## config.mk

```make
export PLATFORM = sky130hd
export DESIGN_NAME = if_stage
export DESIGN_NICKNAME = d
export VERILOG_FILES = /design/src/rtl/if_stage.sv
export SDC_FILE = /design/constraint.sdc
export NUM_CORES = 1
export LEC_CHECK = 0
export CORE_UTILIZATION = 52
export DETAILED_ROUTE_END_ITERATION = 8
export GPL_ROUTABILITY_DRIVEN = 0
export GPL_TIMING_DRIVEN = 0
export HOLD_SLACK_MARGIN = 0.06
export PLACE_DENSITY = 0.79
export RECOVER_POWER = 50
export SYNTH_ARGS = -nofsm -noshare
export SYNTH_HDL_FRONTEND = slang
export SYNTH_SLANG_ARGS = --single-unit
```

## constraint.sdc

```tcl
create_clock -name clk -period 4.7 [get_ports clk]
set_clock_uncertainty 0.15 [all_clocks]
set_input_delay 0.94 -clock clk [delete_from_list [all_inputs] [get_ports clk]]
set_output_delay 0.94 -clock clk [all_outputs]
set_load 0.02 [all_outputs]
```

## src/rtl/if_stage.sv

```systemverilog
// Instruction fetch stage: owns the fetch PC, issues credit-limited word fetches and
// buffers returned instructions with their PCs for decode; redirects discard wrong-path work.
module if_stage #(
  parameter int unsigned     XLEN     = 32,
  parameter logic [XLEN-1:0] RESET_PC = '0,
  parameter int unsigned     DEPTH    = 2
) (
  input  logic            clk,
  input  logic            rst,
  output logic            imem_req_valid,
  input  logic            imem_req_ready,
  output logic [XLEN-1:0] imem_req_addr,
  input  logic            imem_resp_valid,
  input  logic [XLEN-1:0] imem_resp_data,
  input  logic            redirect_valid,
  input  logic [XLEN-1:0] redirect_pc,
  output logic            id_valid,
  input  logic            id_ready,
  output logic [XLEN-1:0] id_inst,
  output logic [XLEN-1:0] id_pc
);

  localparam int unsigned PW = $clog2(DEPTH);
  localparam int unsigned CW = $clog2(DEPTH + 1);

  logic [XLEN-1:0] pc_q, pc_d;
  logic [XLEN-1:0] buf_inst_q [DEPTH];
  logic [XLEN-1:0] buf_pc_q   [DEPTH];
  logic [XLEN-1:0] ifq_pc_q   [DEPTH];
  logic [PW-1:0]   buf_rd_q, buf_rd_d, buf_wr_q, buf_wr_d;
  logic [PW-1:0]   ifq_rd_q, ifq_rd_d, ifq_wr_q, ifq_wr_d;
  logic [CW-1:0]   buf_cnt_q, buf_cnt_d;
  logic [CW-1:0]   inflight_q, inflight_d;
  logic [CW-1:0]   drop_q, drop_d;
  logic            has_credit, req_fire, resp_take, resp_keep, id_fire;

  assign has_credit     = ({1'b0, inflight_q} + {1'b0, buf_cnt_q}) < (CW+1)'(DEPTH);
  assign imem_req_valid = !rst && !redirect_valid && has_credit;
  assign imem_req_addr  = pc_q;

  assign id_valid = (buf_cnt_q != '0) && !redirect_valid;
  assign id_inst  = (buf_cnt_q != '0) ? buf_inst_q[buf_rd_q] : '0;
  assign id_pc    = (buf_cnt_q != '0) ? buf_pc_q[buf_rd_q]   : '0;

  assign req_fire  = imem_req_valid && imem_req_ready;
  // A response with nothing outstanding is a protocol error and is simply ignored.
  assign resp_take = imem_resp_valid && (inflight_q != '0);
  assign resp_keep = resp_take && (drop_q == '0) && !redirect_valid;
  assign id_fire   = id_valid && id_ready;

  // NOTE: every signal gets a default first so always_comb can never infer a latch.
  always_comb begin
    pc_d       = pc_q;
    buf_rd_d   = buf_rd_q;
    buf_wr_d   = buf_wr_q;
    buf_cnt_d  = buf_cnt_q;
    drop_d     = drop_q;
    ifq_rd_d   = ifq_rd_q + PW'(resp_take);
    ifq_wr_d   = ifq_wr_q + PW'(req_fire);
    inflight_d = inflight_q + CW'(req_fire) - CW'(resp_take);
    if (redirect_valid) begin
      pc_d      = redirect_pc & ~XLEN'(3);
      buf_rd_d  = '0;
      buf_wr_d  = '0;
      buf_cnt_d = '0;
      // Everything still outstanding after this cycle was fetched down the old path.
      drop_d    = inflight_q - CW'(resp_take);
    end else begin
      if (req_fire) pc_d = pc_q + XLEN'(4);
      if (resp_take && (drop_q != '0)) drop_d = drop_q - CW'(1);
      buf_wr_d  = buf_wr_q + PW'(resp_keep);
      buf_rd_d  = buf_rd_q + PW'(id_fire);
      buf_cnt_d = buf_cnt_q + CW'(resp_keep) - CW'(id_fire);
    end
  end

  // NOTE: state registers use non-blocking assignments so each one samples pre-edge values.
  always_ff @(posedge clk) begin
    if (rst) begin
      pc_q       <= RESET_PC;
      buf_rd_q   <= '0;
      buf_wr_q   <= '0;
      buf_cnt_q  <= '0;
      ifq_rd_q   <= '0;
      ifq_wr_q   <= '0;
      inflight_q <= '0;
      drop_q     <= '0;
    end else begin
      pc_q       <= pc_d;
      buf_rd_q   <= buf_rd_d;
      buf_wr_q   <= buf_wr_d;
      buf_cnt_q  <= buf_cnt_d;
      ifq_rd_q   <= ifq_rd_d;
      ifq_wr_q   <= ifq_wr_d;
      inflight_q <= inflight_d;
      drop_q     <= drop_d;
    end
  end

  // NOTE: storage arrays carry no reset; the counts and pointers alone decide what is valid.
  always_ff @(posedge clk) begin
    if (req_fire) ifq_pc_q[ifq_wr_q] <= pc_q;
    if (resp_keep) begin
      buf_inst_q[buf_wr_q] <= imem_resp_data;
      buf_pc_q[buf_wr_q]   <= ifq_pc_q[ifq_rd_q];
    end
  end

`ifndef SYNTHESIS
  a_resp_has_request: assert property (@(posedge clk) disable iff (rst)
    !(imem_resp_valid && (inflight_q == '0)));
`endif

endmodule
```

==> summary.txt, run 1 <==
clock latency on the worst-skew pair = 0.50 ns
Clock Tree Root = clkbuf_16
Total Routing Usage GR = 22.3%
R2R setup slack = 1.11 ns
Final period util = 89.3%
Critical Path Source = buf_rd_q
dpl hpwl = 13700 um
antenna-violating nets left = 0
Yosys top cell area share = 59.6%
die height = 136 um
Post-synth EDFFs = 184
cells resized by post-CTS repair = 0
depth of the CTS H-tree = 1
Area Overhead vs Synth = 28.5%
dpl ws = 0.553 ns
r2r startpoint = inflight_q[0]
core area = 17400 um2
largest cells by area after synthesis = edfxtp_1, dfxtp_1, mux2i_1, nor2_1, mux2_2
fraction of layout instances using a drive strength above 1 = 7.27%
WL met2 = 9970 um
GRT overflow = 0
VDD IR max = 276 uV
IO Pins = 168
first-pass GRT wire length = 31500 um
drt total wl = 20100 um
worst rel slew slack = 21.6%
fillcell total = 1221
fmax = 238 MHz
Final WS setup = 0.505 ns
Worst Max-Slew Pin Slew = 1.17 ns
routed len/inst = 18.4 um
max_cap viols = 0
static leakage = 3.92 nW
Critical Path Fanout Max = 10
hold path startpoint = ifq_pc_q[0][22]
DRT Pass-1 Iters = 6
Reg clk slew, reported paths = 0.06 ns
CP startpoint kind = flip-flop
ys async rst share = 0%
Top Layer Used = met4
CTS Hold Bufs = 0
largest net degree at the start of global routing = 63
CP required = 3.61 ns
DRT met1 WL = 7960 um
First DRT Iteration DRCs = 501
Worst setup EP type = output pin
number of nets in the layout = 933
Setup violations, final = 0
Rows = 48
total CTS buffers = 23
met3 WL = 1610 um
leading area contributor after synthesis = edfxtp_1
Ant. Diodes = 0
WS Path Type = reg -> out
die area = 18400 um2
DRC Markers = 0
synthesized area = 9280 um2
register area share after synthesis = 68.2%
die width = 136 um
initial antenna violation count = 0
vias in the first global route = 6190
Critical Path AT = 3.11 ns
DP Area = 11200 um2
Most used DFF post-synth = edfxtp_1
CTS tree = done
synth warn = 0
Synth cell types = 53
PwrDens = 399 nW/um2
crit path time final = 4.20 ns
Buffers on Ports = 159
Final Hold Fails = 0
CTS Sinks = 224
via/cell ratio = 5.66
Cell Count, Final, Fillers Out = 1092
post-synthesis register bit count = 224
RSZ-0062 raised after global routing = false
Power Total = 4.76 mW
Slew Viols, Final = 0
min-delay worst type = reg -> reg
via count = 6177
Final Cell Area = 11900 um2
CTS Buffer Depth = 3
Setup Fix Bufs, Post-CTS = 0
status = completed
Final Util = 68.7%
Syn Area/Cell = 14.0 um2
placed cells = 1051
initial core utilization = 53.4%
Mapped Cells = 664
## metal layers
layer | track usage [%] | vias up
li1 | - | 2869
met5 | 0 | -
met3 | 3.29 | 57
met1 | 28.6 | 2928
met2 | 38.2 | 323
met4 | 8.93 | 0
## stage by stage
stage	TNS, ns	hold WS (ns)
floorplan	0	0.380
global placement	-82.37	0.384
detailed placement	0	0.391
CTS	0	0.410
global route	0	0.423
finish	0	0.401
## cell usage in the layout, fill, tap and decap left out, drive strengths merged, types with 6 or more instances in the layout
cell type      instances
dlygate4sd3           63
or3                    6
ha                    11
edfxtp               184
mux2                  30
xnor2                  9
xor2                   7
a311oi                 9
o31ai                  6
mux2i                 62
dfxtp                 40
nor2                  94
o211ai                 7
a21oi                  7
clkdlybuf4s50         96
inv                   14
nor3                   6
nor4                   7
nand4                  9
buf                   12
or4                   14
a211oi                 9
clkbuf                63
nand3                 18
nand2                 31
## cell type report
type | count | area, um2 | share of cell area, %
multi-input cells | 389 | 2750 | 23.0
repair buffers | 159 | 1590 | 13.3
clock inverters | 5 | 52.6 | 0.441
plain buffers | 39 | 174 | 1.46
flip-flops and latches | 224 | 6330 | 53.1
clock buffers | 36 | 694 | 5.82
inverters | 15 | 56.3 | 0.472
well taps | 225 | 282 | 2.36
## worst max-delay path: stages, from the launching register on
cell and delay (ns):
dfxtp_1 0.31, clkbuf_1 0.69, buf_1 0.68, mux2i_1 0.20, nor2_1 0.12, clkdlybuf4s50_1 0.61
## flip-flops by register name, indices dropped and copies added (netlist names)
name           cells
buf_inst_q        64
buf_pc_q          60
ifq_pc_q          60
imem_req_addr     30
buf_cnt_q          2
drop_q             2
inflight_q         2
buf_rd_q           1
buf_wr_q           1
ifq_rd_q           1
ifq_wr_q           1
## synthesized netlist by cell type (2+ instances only)
cell        n
edfxtp_1  184
nor2_1     94
mux2i_1    62
dfxtp_1    40
nand2_1    31
mux2_2     30
clkbuf_1   21
nand3_1    17
inv_1      14
or4_1      14
ha_1       11
a211oi_1    9
a311oi_1    9
xnor2_1     9
nand4_1     8
a21oi_1     7
buf_1       7
nor4_1      7
o211ai_1    7
xor2_1      7
buf_2       6
nor3_1      6
o31ai_1     6
or3_1       6
and2_1      5
and4_1      4
buf_4       4
o21ai_0     4
o311a_1     4
o311ai_0    4
a21o_1      2
a311o_1     2
and3_1      2
or2_2       2
## path summary, 6_finish.rpt
check | end | cells past startpoint
min | buf_pc_q[1][22] | 1
max | id_pc[30] | 5
min reg2reg | buf_pc_q[1][22] | 1
max reg2reg | ifq_pc_q[0][6] | 6
## where the power goes
group          switching [mW]  internal [mW]
clock network           0.693           1.07
logic                   0.351          0.267
registers              0.0759           2.30
## cell families after synthesis
logic type,share of synthesized area [%]
AOI/OAI and AO/OA,5.06
xor gates and xnor gates,1.51
adders and majority gates,1.70
buffers and inverters,2.51
DFF,68.2
muxes,10.3
other,0.0404
and+or+nand+nor,10.6
No activity file was read; power rests on OpenSTA's default activity.
==> inputs of run 2 (changes only) <==
--- a/config.mk
+++ b/config.mk
@@ -5,12 +5,14 @@
 export SDC_FILE = /design/constraint.sdc
 export NUM_CORES = 1
 export LEC_CHECK = 0
+export ABC_CLOCK_PERIOD_IN_PS = 4700
+export CORE_ASPECT_RATIO = 2
 export CORE_UTILIZATION = 52
 export DETAILED_ROUTE_END_ITERATION = 8
 export GPL_ROUTABILITY_DRIVEN = 0
 export GPL_TIMING_DRIVEN = 0
 export HOLD_SLACK_MARGIN = 0.06
-export PLACE_DENSITY = 0.79
+export PLACE_DENSITY = 0.83
 export RECOVER_POWER = 50
 export SYNTH_ARGS = -nofsm -noshare
 export SYNTH_HDL_FRONTEND = slang
==> summary.txt, run 2 (synthesis gave the netlist of run 1 again) <==
worst hold margin = 0.389 ns (was 0.401 ns)
via/cell ratio = 5.68 (was 5.66)
Hold EP = ifq_pc_q[1][31] (was buf_pc_q[1][22])
hold path startpoint = imem_req_addr[31] (was ifq_pc_q[0][22])
Setup Fix Bufs, Post-CTS = 0 (unchanged)
Worst Reg-to-Reg Cells = 6 (unchanged)
hold path depth = 0 (was 1)
largest net degree at the start of global routing = 63 (unchanged)
worst rel slew slack = 11.2% (was 21.6%)
DRC Markers = 0 (unchanged)
dpl hpwl = 14300 um (was 13700 um)
routed len/inst = 18.5 um (was 18.4 um)
DRT Pass-1 Iters = 5 (was 6)
clock latency on the worst-skew pair = 0.48 ns (was 0.50 ns)
die height = 191 um (was 136 um)
fmax = 240 MHz (was 238 MHz)
CP required = 4.64 ns (was 3.61 ns)
CTS Hold Bufs = 0 (unchanged)
CP startpoint kind = flip-flop (unchanged)
dpl ws = 0.505 ns (was 0.553 ns)
cells resized by post-CTS repair = 0 (unchanged)
Ant. Diodes = 0 (unchanged)
total CTS buffers = 19 (was 23)
GRT overflow = 0 (unchanged)
initial core utilization = 53.4% (unchanged)
R2R setup slack = 0.53 ns (was 1.11 ns)
Slew Viols, Final = 0 (unchanged)
crit path time final = 4.17 ns (was 4.20 ns)
Setup violations, final = 0 (unchanged)
status = completed (unchanged)
die width = 96.4 um (was 136 um)
max_cap viols = 0 (unchanged)
Largest regs = buf_inst_q: 64 flops, buf_pc_q: 60 flops, ifq_pc_q: 60 flops (unchanged)
number of nets in the layout = 929 (was 933)
Clock Tree Root = clkbuf_16 (unchanged)
Reg clk slew, reported paths = 0.07 ns (was 0.06 ns)
fraction of layout instances using a drive strength above 1 = 5.94% (was 7.27%)
static leakage = 3.85 nW (was 3.92 nW)
Final period util = 88.8% (was 89.3%)
r2r startpoint = inflight_q[0] (unchanged)
Worst setup EP type = flip-flop (was output pin)
die area = 18400 um2 (about the same)
WS Path Type = reg -> reg (was reg -> out)
most frequent cells in the layout = edfxtp_1, clkdlybuf4s50_1, nor2_1 (unchanged)
drt total wl = 19800 um (was 20100 um)
via count = 6070 (was 6177)
CTS tree = done (unchanged)
Rows = 68 (was 48)
PwrDens = 382 nW/um2 (was 399 nW/um2)
max reg flops = 64 (unchanged)
min-delay worst type = reg -> reg (unchanged)
initial antenna violation count = 0 (unchanged)
Buffers on Ports = 159 (unchanged)
first-pass GRT wire length = 30600 um (was 31500 um)
IO Pins = 168 (unchanged)
vias in the first global route = 6073 (was 6190)
VDD IR max = 279 uV (was 276 uV)
most common cell after layout, fill and taps aside = edfxtp_1 (unchanged)
Final WS setup = 0.526 ns (was 0.505 ns)
depth of the CTS H-tree = 1 (unchanged)
fillcell total = 1255 (was 1221)
Critical Path AT = 4.11 ns (was 3.11 ns)
Total Routing Usage GR = 22.0% (was 22.3%)
Final Hold Fails = 0 (unchanged)
Critical Path Fanout Max = 30 (was 10)
core area = 17400 um2 (unchanged)
multi-input combinational cell area = 2740 um2 (was 2750 um2)
Area Overhead vs Synth = 26.6% (was 28.5%)
CTS Sinks = 224 (unchanged)
CTS Buffer Depth = 3 (unchanged)
RSZ-0062 raised after global routing = false (unchanged)
most flop-heavy register = buf_inst_q (unchanged)
Worst Max-Slew Pin Slew = 1.33 ns (was 1.17 ns)
capturing point of the worst reg2reg path = ifq_pc_q[1][5] (was ifq_pc_q[0][6])
First DRT Iteration DRCs = 325 (was 501)
antenna-violating nets left = 0 (unchanged)
Storage cell area = 6330 um2 (unchanged)
-- run 2: changes by cell type in the layout (fill, tap and decap cells not counted), sizes merged --
cell / before / now
clkbuf: 63 / 51
inv: 14 / 15
dlygate4sd3: 63 / 64
clkinv: 4 / 7
clkdlybuf4s50: 96 / 95
-- run 2: cell type report --
type                    count  area share (%)
flip-flops and latches    224            53.9
multi-input cells         389            23.4
repair buffers            159            13.6
clock buffers              24            4.29
well taps                 210            2.24
plain buffers              39            1.48
clock inverters             9           0.735
inverters                  15           0.479
-- run 2: metal layers --
metal	part of all wire [%]	GRT usage (%)	up-vias
li1	-	-	2863
met1	33	22.1	2877
met2	56	42.1	261
met3	5.6	2.95	69
met4	4.8	11.4	0
met5	0	0	-
-- run 2: how the worst max path moves through the flow --
stage                     cells after the start            from          endpoint  slack, ns
after global placement                        7  redirect_valid  buf_inst_q[1][1]      -0.59
final                                         6   inflight_q[0]    ifq_pc_q[1][5]       0.53
after floorplan                               7  redirect_valid  buf_inst_q[1][0]       0.60
after CTS                                     5        buf_rd_q        id_inst[0]       0.74
after global routing                          6   inflight_q[0]   ifq_pc_q[1][10]       0.33
after detailed placement                      5  imem_req_ready    ifq_pc_q[0][2]       0.51
-- run 2: metrics by stage --
step | instances | setup TNS (ns) | util, % | power [mW] | instance area (um2)
CTS | 1069 | 0 | 67.7 | 4.54 | 11800
finish | 1069 | 0 | 67.7 | 4.48 | 11700
global placement | 1036 | -72.43 | 64.2 | 3.04 | 11100
global route | 1069 | 0 | 67.7 | 4.65 | 11700
floorplan | 667 | 0 | - | 2.80 | 9290
detailed placement | 1036 | 0 | 64.3 | 3.06 | 11200
-- run 2: report_power, final --
part / internal [mW] / total, mW / switching, mW
combinational: 0.264 / 0.613 / 0.349
sequential: 2.30 / 2.38 / 0.0748
clock: 0.826 / 1.49 / 0.668
-- run 2: critical path, stage by stage (launching register included) --
cell	delay, ns
dfxtp_1	0.39
and2_0	0.17
fa_1	0.47
nor3b_1	0.82
nand2_1	0.39
inv_1	0.29
ha_1	1.10
==> inputs of run 3 (changes only) <==
--- a/config.mk
+++ b/config.mk
@@ -17,3 +17,4 @@
 export SYNTH_ARGS = -nofsm -noshare
 export SYNTH_HDL_FRONTEND = slang
 export SYNTH_SLANG_ARGS = --single-unit
+export TNS_END_PERCENT = 10
==> results of run 3 <==
Final layout, timing and power as in run 2 (identical DEF).
==> RTL edit: new RTL, settings of run 3 <==
Reset style: asynchronous (`rst`), changed in one clocked block.
--- a/src/rtl/if_stage.sv
+++ b/src/rtl/if_stage.sv
@@ -75,7 +75,7 @@
   end
 
   // NOTE: state registers use non-blocking assignments so each one samples pre-edge values.
-  always_ff @(posedge clk) begin
+  always_ff @(posedge clk or posedge rst) begin
     if (rst) begin
       pc_q       <= RESET_PC;
       buf_rd_q   <= '0;
Behaviour: differs if rst is asserted again (counterexample within 4 cycles, from zero or initial values and one cycle with rst high); with rst held inactive, the same outputs for 4 cycles.
==> RTL edit against run 3 <==
The run now ends with capacitance limit, slew limit left; wire length decreased by 1.5%; sequential power increased by 3%; combinational power increased by 76%; synthesized area decreased by 1.0%; utilization increased by 0.17 points; setup slack improved by 150 ps; first-iteration DRC count decreased by 10%; final area decreased by 0.25%; fmax increased by 3.6%; die area decreased by 0.99%; sequential cell count unchanged; total power increased by 13%; largest power group unchanged.
==> RTL edit: results (changes against run 3) <==
Global routing
  – Vias in the first global route: 6080 (+0.12%)
  – GRT Util Overall: 21.9% (-0.15 points)
  – First-pass GRT wire length: 30.0 mm (-2.1%)
  – Pin count of the biggest net entering global routing: 41 (-35%)

Setup path
  – Setup crit end: imem_req_addr[24]$_DFFE_PP0P_
  – Reg2reg start: inflight_q[0]$_DFF_PP0_
  – CP Max Fanout: 10 (-67%)
  – Data arrival, critical path: 4260 ps (+150 ps)
  – R2r setup slk: 670 ps (+150 ps)
  – Reg2reg path depth: 7 (+1)

Finish
  – # fillers: 1213 (-3.3%)
  – Final #Nets: 888 (-4.4%)
  – Layout cells sized above 1: 6.72% (+0.79 points)
  – Fin area: 11700 um2 (-0.25%)

Placed design
  – Post-DP HPWL: 13.7 mm (-4.1%)
  – Area after DPL: 11100 um2 (-0.48%)
  – Post-Place Setup Slack: 677 ps (+172 ps)
  – Port buffer count: 161 (+1.3%)

Detailed routing
  – Via density: 5.56 (-2.0%)
  – Initial DRC count: 291 (-10%)
  – WL/cell: 18.9 um (+2.4%)
  – Met3 routed WL: 1.02 mm (-7.9%)
  – M1 WL: 6.56 mm (-0.67%)
  – Met2 Wirelength: 11.0 mm (-1.2%)

Timing
  – Hold WS: 378 ps (-10.6 ps)
  – Max Transition Viols Final: 52 (+52)
  – Worst-margin pin slew: 2220 ps (+885 ps)
  – Min Tclk post-route: 4030 ps (-145 ps)

Yosys
  – Post-synth top cells: 184 x edfxtp_1, 81 x nor2_1, 66 x mux2i_1, 40 x dfrtp_1, 34 x nand2_1
  – Part of the Yosys area used for sequential elements: 71.1% (+2.9 points)
  – Synth Area in Adders: 1.72% (+0.017 points)
  – Yosys cell types: 42 (-21%)
  – XOR/XNOR Fraction of Synth Area: 2.77% (+1.3 points)
  – Share of flip-flops with an asynchronous set or reset: 17.9% (+18 points)
  – Compound-Gate Fraction of Synth Area: 2.73% (-2.3 points)
  – Synth area leaders: edfxtp_1 60%, dfrtp_1 11%, mux2i_1 7.2%

Outcome
  – Outcome: finished with violations
  – Failing checks: capacitance limit, slew limit

Clocking
  – Worst-path clk slew: 70 ps (about the same)

Power
  – Internal: 3.69 mW (+8.8%)
  – Static leakage: 4.02 nW (+4.5%)
  – IR drop worst, VDD: 0.367 mV (+31%)

Worst hold path
  – Worst hold start: imem_req_addr[31]$_DFFE_PP0P_

Job
  – Max Cap Viol: 2 (+2)
[RTL edit: cell count changes after synthesis, sizes merged, moves of 5 or more]
cell,change
xor2,+10
o21ai,+23
or3,-6
or4,-14
dfrtp,+40
nor2,-12
clkbuf,-8
dfxtp,-40
nand4,+7
o211ai,-6
o31ai,-6
a311oi,-9
nor3,-5
a211oi,-9
[RTL edit: metrics by stage]
stage	total power [mW]	TNS (ps)	cells
4_1_cts	5.15	0	1028
2_1_floorplan	3.15	0	621
3_5_place_dp	3.61	0	994
3_3_place_gp	3.56	-57330	992
5_1_grt	5.28	0	1028
6_report	5.08	0	1028
[RTL edit: critical path, cell delays in order (launching register included)]
cell and delay (ps):
dfrtp_1 410, and2_0 190, fa_1 500, nor4b_1 1810, and2_1 300, nand4_1 120, xnor2_1 180, mux2_2 260
[RTL edit: power by group through the flow]
| stage | Combinational (mW) | Sequential, mW | Clock, mW |
|---|---|---|---|
| after global routing | 1.17 | 2.47 | 1.64 |
| after CTS | 1.12 | 2.46 | 1.56 |
| after floorplan | 0.656 | 2.50 | 0 |
| after global placement | 1.07 | 2.49 | 0 |
| after detailed placement | 1.11 | 2.50 | 0 |
| final | 1.08 | 2.46 | 1.54 |
[RTL edit: cell type report]
class,instances,area share (%)
Buffer,28,1.04
Clock buffer,27,4.86
Clock inverter,7,0.384
Inverter,12,0.384
Multi-Input combinational cell,357,21.3
Sequential cell,224,55.7
Tap cell,210,2.24
Timing Repair Buffer,163,14.1
[RTL edit: metal layers]
layer  track usage [%]  up-vias
met2              42.1      265
li1                  -     2645
met5                 0        -
met3              2.76       75
met1              21.6     2735
met4              11.7        0
